===== src/rtl/plot_pkg.sv =====
// Shared types and geometry for the plot_graph front-end.
package plot_pkg;

    typedef logic [1:0] coord_t;

    typedef enum logic [0:0] {
        IDLE  = 1'b0,
        CLEAR = 1'b1
    } sched_state_e;

    localparam int unsigned PLOT_ROWS   = 4;
    localparam int unsigned PLOT_COLS   = 4;
    localparam int unsigned PLOT_PIXELS = PLOT_ROWS * PLOT_COLS;

endpackage


===== src/rtl/rr_arbiter.sv =====
// Combinational round-robin pick: first requester at or after ptr_i, circular.
module rr_arbiter #(
    parameter int unsigned N = 2,
    localparam int unsigned IW = $clog2(N)
) (
    input  logic [N-1:0]  req_i,
    input  logic [IW-1:0] ptr_i,
    output logic [N-1:0]  gnt_o,
    output logic [IW-1:0] gnt_idx_o
);

    logic          found;
    logic [IW:0]   sum;
    logic [IW-1:0] idx;

    always_comb begin
        gnt_o     = '0;
        gnt_idx_o = '0;
        found     = 1'b0;
        sum       = '0;
        idx       = '0;
        for (int unsigned i = 0; i < N; i++) begin
            // One spare bit lets the wrap work for non-power-of-2 N.
            sum = {1'b0, ptr_i} + (IW + 1)'(i);
            if (sum >= (IW + 1)'(N)) begin
                sum = sum - (IW + 1)'(N);
            end
            idx = sum[IW-1:0];
            if (!found && req_i[idx]) begin
                found      = 1'b1;
                gnt_o[idx] = 1'b1;
                gnt_idx_o  = idx;
            end
        end
    end

endmodule


===== src/rtl/plot_scheduler.sv =====
// Round-robin, frame-paced sample scheduler and display-clear sequencer
// feeding the plot_graph engine.
module plot_scheduler
    import plot_pkg::*;
#(
    parameter int unsigned NUM_REQ = 2,
    parameter int unsigned RATE    = 1,
    localparam int unsigned ID_W   = $clog2(NUM_REQ)
) (
    input  logic                 clk_i,
    input  logic                 rst_ni,
    input  logic [NUM_REQ-1:0]   req_valid_i,
    input  logic [2*NUM_REQ-1:0] req_coord_i,
    input  logic [NUM_REQ-1:0]   req_data_i,
    output logic [NUM_REQ-1:0]   req_ready_o,
    input  logic                 clear_i,
    input  logic                 frame_sync_i,
    output logic [1:0]           plotcoord_o,
    output logic                 plotdata_o,
    output logic                 newdata_o,
    output logic [ID_W-1:0]      owner_o,
    output logic                 busy_o
);

    localparam int unsigned FC_W    = $clog2(RATE + 1);
    localparam logic [0:0]  StIdle  = IDLE;
    localparam logic [0:0]  StClear = CLEAR;
    localparam logic [3:0]  ClrLast = 4'(PLOT_PIXELS - 1);

    logic [0:0]      state_q, state_d;
    logic [3:0]      clr_cnt_q, clr_cnt_d;
    logic [FC_W-1:0] frame_cnt_q, frame_cnt_d;
    logic            token_q, token_d;
    logic [ID_W-1:0] rr_ptr_q, rr_ptr_d;
    logic [ID_W-1:0] owner_q, owner_d;
    coord_t          coord_q, coord_d;
    logic            data_q, data_d;
    logic            newdata_q, newdata_d;

    logic [NUM_REQ-1:0] gnt;
    logic [ID_W-1:0]    gnt_idx;
    logic               grant_en;
    logic               xfer;

    rr_arbiter #(
        .N(NUM_REQ)
    ) u_arb (
        .req_i    (req_valid_i),
        .ptr_i    (rr_ptr_q),
        .gnt_o    (gnt),
        .gnt_idx_o(gnt_idx)
    );

    // clear_i suppresses any grant in the same cycle.
    assign grant_en    = (state_q == StIdle) && token_q && !clear_i;
    assign req_ready_o = grant_en ? gnt : '0;
    assign xfer        = |(req_valid_i & req_ready_o);

    always_comb begin
        state_d     = state_q;
        clr_cnt_d   = clr_cnt_q;
        frame_cnt_d = frame_cnt_q;
        token_d     = token_q;
        rr_ptr_d    = rr_ptr_q;
        owner_d     = owner_q;
        coord_d     = coord_q;
        data_d      = data_q;
        newdata_d   = 1'b0;

        if (frame_sync_i) begin
            if (frame_cnt_q == FC_W'(RATE - 1)) begin
                frame_cnt_d = '0;
                token_d     = 1'b1;
            end else begin
                frame_cnt_d = frame_cnt_q + FC_W'(1);
            end
        end

        unique case (state_q)
            StIdle: begin
                if (clear_i) begin
                    state_d   = StClear;
                    clr_cnt_d = '0;
                    newdata_d = 1'b1;
                    coord_d   = '0;
                    data_d    = 1'b0;
                end else if (xfer) begin
                    newdata_d = 1'b1;
                    coord_d   = req_coord_i[{gnt_idx, 1'b0} +: 2];
                    data_d    = req_data_i[gnt_idx];
                    owner_d   = gnt_idx;
                    token_d   = 1'b0;
                    rr_ptr_d  = (gnt_idx == ID_W'(NUM_REQ - 1)) ? '0 : gnt_idx + ID_W'(1);
                end
            end
            StClear: begin
                // Registered outputs run one step ahead so each write lines up
                // with the clr_cnt value shown while busy.
                if (clr_cnt_q == ClrLast) begin
                    state_d   = StIdle;
                    clr_cnt_d = '0;
                end else begin
                    clr_cnt_d = clr_cnt_q + 4'd1;
                    newdata_d = 1'b1;
                    coord_d   = coord_t'(clr_cnt_d[3:2]);
                    data_d    = 1'b0;
                end
            end
            default: state_d = StIdle;
        endcase
    end

    always_ff @(posedge clk_i or negedge rst_ni) begin
        if (!rst_ni) begin
            state_q     <= StIdle;
            clr_cnt_q   <= '0;
            frame_cnt_q <= '0;
            token_q     <= 1'b0;
            rr_ptr_q    <= '0;
            owner_q     <= '0;
            coord_q     <= '0;
            data_q      <= 1'b0;
            newdata_q   <= 1'b0;
        end else begin
            state_q     <= state_d;
            clr_cnt_q   <= clr_cnt_d;
            frame_cnt_q <= frame_cnt_d;
            token_q     <= token_d;
            rr_ptr_q    <= rr_ptr_d;
            owner_q     <= owner_d;
            coord_q     <= coord_d;
            data_q      <= data_d;
            newdata_q   <= newdata_d;
        end
    end

    assign plotcoord_o = coord_q;
    assign plotdata_o  = data_q;
    assign newdata_o   = newdata_q;
    assign owner_o     = owner_q;
    assign busy_o      = (state_q == StClear);

endmodule

===== config.mk =====
export PLATFORM = sky130hd
export DESIGN_NAME = plot_scheduler
export DESIGN_NICKNAME = d
export VERILOG_FILES = /design/src/rtl/plot_pkg.sv /design/src/rtl/rr_arbiter.sv /design/src/rtl/plot_scheduler.sv
export SDC_FILE = /design/constraint.sdc
export NUM_CORES = 1
export LEC_CHECK = 0
export BUFFER_PORTS_ARGS = -buffer_cell sky130_fd_sc_hd__buf_2
export CORE_AREA = 5 5 42 44
export CTS_BUF_LIST = sky130_fd_sc_hd__clkbuf_8
export DETAILED_ROUTE_END_ITERATION = 16
export DIE_AREA = 0 0 47 49
export HOLD_SLACK_MARGIN = 0.05
export PLACE_DENSITY = 0.77
export RECOVER_POWER = 25
export SYNTH_ARGS = -nofsm -noshare
export SYNTH_HDL_FRONTEND = slang
export SYNTH_SLANG_ARGS = --single-unit

===== constraint.sdc =====
create_clock -name clk_i -period 1.9 [get_ports clk_i]
set_clock_uncertainty 0.2 [all_clocks]
set_input_delay 0.19 -clock clk_i [delete_from_list [all_inputs] [get_ports clk_i]]
set_output_delay 0.19 -clock clk_i [all_outputs]
set_load 0.1 [all_outputs]

======== After elaboration in Yosys (flattened, before gate mapping) ========
Index checks and enable logic that the tools add are counted.
W data, S select, Z words.
cells by class
  multiplexer cells ....................... 42
  magnitude comparators ................... 7
  bitwise gates (word level) .............. 4
  shift operators ......................... 1
  reductions and logical operators ........ 10
  $add $sub $neg .......................... 6
  equality and inequality tests ........... 4
operators with widths
  kind                   count
  $mux W1                27
  $mux W2                6
  $mux W4                2
  $pmux W4 S2            1
  $lt A1 B2 Y1 const B   3
  $pmux W1 S2            3
  $logic_and A1 B1 Y1    5
  $add A4 B1 Y4 const B  1
  $eq A4 B4 Y1 const B   1
  $ne A2 B2 Y1 const B   2
  $pmux W2 S2            1
  $shiftx A4 B3 Y2       1
  $ne A3 B3 Y1 const B   1
  $reduce_and A3 Y1      1
  $add A1 B1 Y1 const B  2
  $add A1 B1 Y2 const B  1
  $and A2 B2 Y2          1
  $demux W1 S1           2
  $ge A1 B1 Y1 const B   2
  $ge A1 B2 Y1 const B   1
  $ge A2 B2 Y1 const B   1
  $logic_not A1 Y1       2
  $not A1 Y1             2
  $or A2 B2 Y2           1
  other kinds (3)        4
word-level totals
  logic and storage cells ................. 83
  bits in registers ....................... 13
  output and inout port bits .............. 8
  input bits .............................. 12

======== Logic depth before layout (Yosys ltp) ========
  depth in word-level cells ............... 15
  gate-level depth with buffers ........... 5
  gate-level depth less buffers ........... 5

======== Modules after synthesis ========
From an unflattened synthesis, not the netlist that was laid out.
second synthesis, totals
  cell total of the unflattened synthesis .. 60
  area, all modules ....................... 680.7 um^2
by module, submodules not included
  module          area an instance (um^2)  times used  cells an instance  seq. area each (um^2)
  plot_scheduler  650.6                    1           56                 300.3
  rr_arbiter      30.0                     1           4                  0.0

======== Worst setup path after synthesis ========
No wires, ideal clock.
  path kind ............................... reg-to-output
  start ................................... register state_q (netlist: busy_o)
  end ..................................... output req_ready_o[0]
  arrival ................................. 2768 ps
  data required time ...................... 1510 ps
  path buffers ............................ 1
  setup slack ............................. -1258 ps
  cell stages (with the launch flop) ...... 5
  cell sequence ........................... dfrtp_1 > buf_6 > nor2_4 > nand3_1 > a21oi_1
between the ends
  word-level cells in the longest chain between the ends .. 4
RTL lines
  element                           RTL line               text
  from (decl)                       plot_scheduler.sv:30   logic [0:0] state_q, state_d;
  from (signal assigned)            plot_scheduler.sv:115  state_q <= StIdle;
  from (signal assigned)            plot_scheduler.sv:125  state_q <= state_d;
  $not A1 Y1 (no source line)       -
  $logic_and A1 B1 Y1 (2 in a row)  plot_scheduler.sv:55   assign grant_en = (state_q == StIdle) && token_q && !clear_i;
  $mux W2                           plot_scheduler.sv:56   assign req_ready_o = grant_en ? gnt : '0;
  to (decl)                         plot_scheduler.sv:15   output logic [NUM_REQ-1:0] req_ready_o,
Every way passes these cells.

======== Worst setup path after layout ========
Ends and elaborated chain as after synthesis.

==> run metrics <==
Post-Syn Area 651 µm²; Max-slew headroom 58.5%; most frequent cells after synthesis 12 x dfrtp_1, 4 x nand2_1, 4 x nor2_1; ANT cells 0; most frequent cell after synthesis dfrtp_1; FF+latch count, synth 12; Leak Pwr 0.386 nW; width of the die 47 µm; max cap viols 0; Port Buffer Count 19; drt drc 0; total CTS buffers 3; clk slew on worst S/H paths 0.05 ns; hold path depth 4; Final WS setup approximately 0.18 ns; Min Clock Period, post-route 1.72 ns; Die ar. 2300 µm²; Synth Flop Type dfrtp_1; HPWL Detailed 955 µm; DR vias 498; largest net degree at the start of global routing 13; CTS sink cnt 12; fin crit share 90.3%; Slowest-stage cell, CP dfrtp_4; final wirelength approximately 1200 µm; CP required ~1.5 ns; pre-CTS setup slack 0.327 ns; RSZ-0062 raised after global routing no; Detailed Route Iter0 Violations 4; R2R depth 5; share of Yosys cell area claimed by the top area cell type 46.2%; Slew Limit Fails 0; Final ANT Viol Nets 0; CP max FO 10; sequential share of the synthesized area 46.2%; endpoint type of the worst setup path output port; # rows 14; vias per cell 5.13; Die Y just under 50 µm; Yosys top cell by area dfrtp_1; WL met1 505 µm; TNS Setup 0 ns; NumNets Final 95; Total GRT Usage 13.2%; grt total ovfl 0; Core ar. 1400 µm²; H-tree Lvls 1; Post-Synthesis Cells 58; initial antenna violation count 0; area delta synth->final 33.8%; global-route wire length before repair 2130 µm; CTS tree built; peak supply drop 771 µV; Post-CTS Repair Setup Buffers 0; critical path cell sequence nor2_4 -> nand3_2 -> a21oi_4 -> buf_12; Tot Pwr around 1.5 mW; Detailed Routing Iterations Pass 1 2; Ports 20; share of layout cells above drive strength 1 43.2%; Final Setup Violations 0; EDFF count, synth 0; P per Cell Area between 1500 and 2000 nW/µm²; top layer in use met4; Mapped Nets 71; Synth cell types 32; Final Hold Viols 0; Max Freq 583 MHz; post-layout util 62.1%; CTS Root Buffer Type clkbuf_8; WP data arrival 1.33 ns; worst skew pair latency 0.24 ns; GP Congestion 0.758; WL met3 56 µm; worst slew pin tran between 0.6 and 0.7 ns; Detail Route met2 WL 619 µm; hold_ws 0.112 ns; status finished clean; CP Launch Type register; Max Root-Sink Buffers 2; warning count from the yosys run 0; Setup CP Type reg -> out; Routed wire per std cell 12.6 µm; synthesized area per cell 11.2 µm²; CP max stage delay 0.53 ns; number of global-route vias before repair 501; async set or reset register ratio after synthesis 100%; Synth area leaders dfrtp_1 46%, a31oi_1 2.9%, a21oi_4 2.5%; Initial Util 46.4%; Hold/Removal Path Class in -> reg; Fillers 128
==> cell type report <==
type	count	area, µm²	share of cell area, %
multi-input combinational	43	340	39.1
sequential	12	304	34.9
tap	16	20.0	2.30
timing repair buffer	22	151	17.4
clock buffer	4	55.1	6.32
==> placed cells by master (no fill, tap or decap), types with 2 or more instances in the layout <==
cell / n
a21boi_0: 2
a21oi_4: 2
a31oi_1: 3
and3_1: 2
buf_12: 2
buf_2: 16
clkbuf_8: 4
dfrtp_1: 11
dlygate4sd3_1: 2
nand2_1: 4
nand3_1: 2
nor2_1: 3
nor2_4: 2
nor2b_1: 2
o21ai_0: 2
o21ai_1: 2
==> flip-flops by register name (all words and copies together) (netlist names) <==
| signal | flops |
|---|---|
| clr_cnt_q | 4 |
| plotcoord_o | 2 |
| busy_o | 1 |
| newdata_o | 1 |
| owner_o | 1 |
| plotdata_o | 1 |
| rr_ptr_q | 1 |
| token_q | 1 |
==> what timing repair did <==
item	CTS	global route
endpoints found under the setup margin	0	0
gates resized for setup	0	0
hold buffers	2	0
endpoints found under the hold margin	13	0
==> worst max-delay path: cells and delay by family, from the launching register on <==
kind / cells / cell delay, ns
flip-flops: 1 / 0.53
AO/OA/AOI/OAI: 1 / 0.15
buffers and inverters: 1 / 0.19
AND/OR/NAND/NOR: 2 / 0.22
==> power breakdown <==
group	internal [mW]	switching (mW)
combinational	0.238	0.523
clock	0.183	0.0922
sequential	0.367	0.106
total	0.788	0.721
==> cell families (layout without fill, tap and decap cells) <==
family,after synthesis,after routing,share of synthesized area (%)
AND/OR/NAND/NOR,19,19,18.1
flip-flops,12,12,46.2
AO/OA/AOI/OAI,19,19,21.9
adder cells (fa/ha/maj),1,1,1.92
buffers and inverters,3,26,5.19
XOR/XNOR,2,2,2.69
multiplexers,2,2,4.04
==> stage by stage <==
step                cells  cell area (µm²)
floorplan              58              678
global placement       91              797
detailed placement     91              797
CTS                    97              872
global route           97              871
finish                 97              871
==> worst paths after layout <==
kind                             endpoint  slack (ns)    startpoint
min in group asynchronous         owner_o        0.28        rst_ni
setup / recovery           req_ready_o[0]        0.18        busy_o
max in group asynchronous          busy_o        0.76        rst_ni
hold / removal                    owner_o        0.11       clear_i
setup reg to reg               plotdata_o        0.31  clr_cnt_q[0]
hold reg to reg                   owner_o        0.27       owner_o
==> metal layers <==
metal	GRT usage (%)	vias up
met5	0	-
met4	11.1	0
met3	3.32	4
met2	19.0	9
met1	15.5	228
li1	-	257
Power figures use the tool's default switching activity.
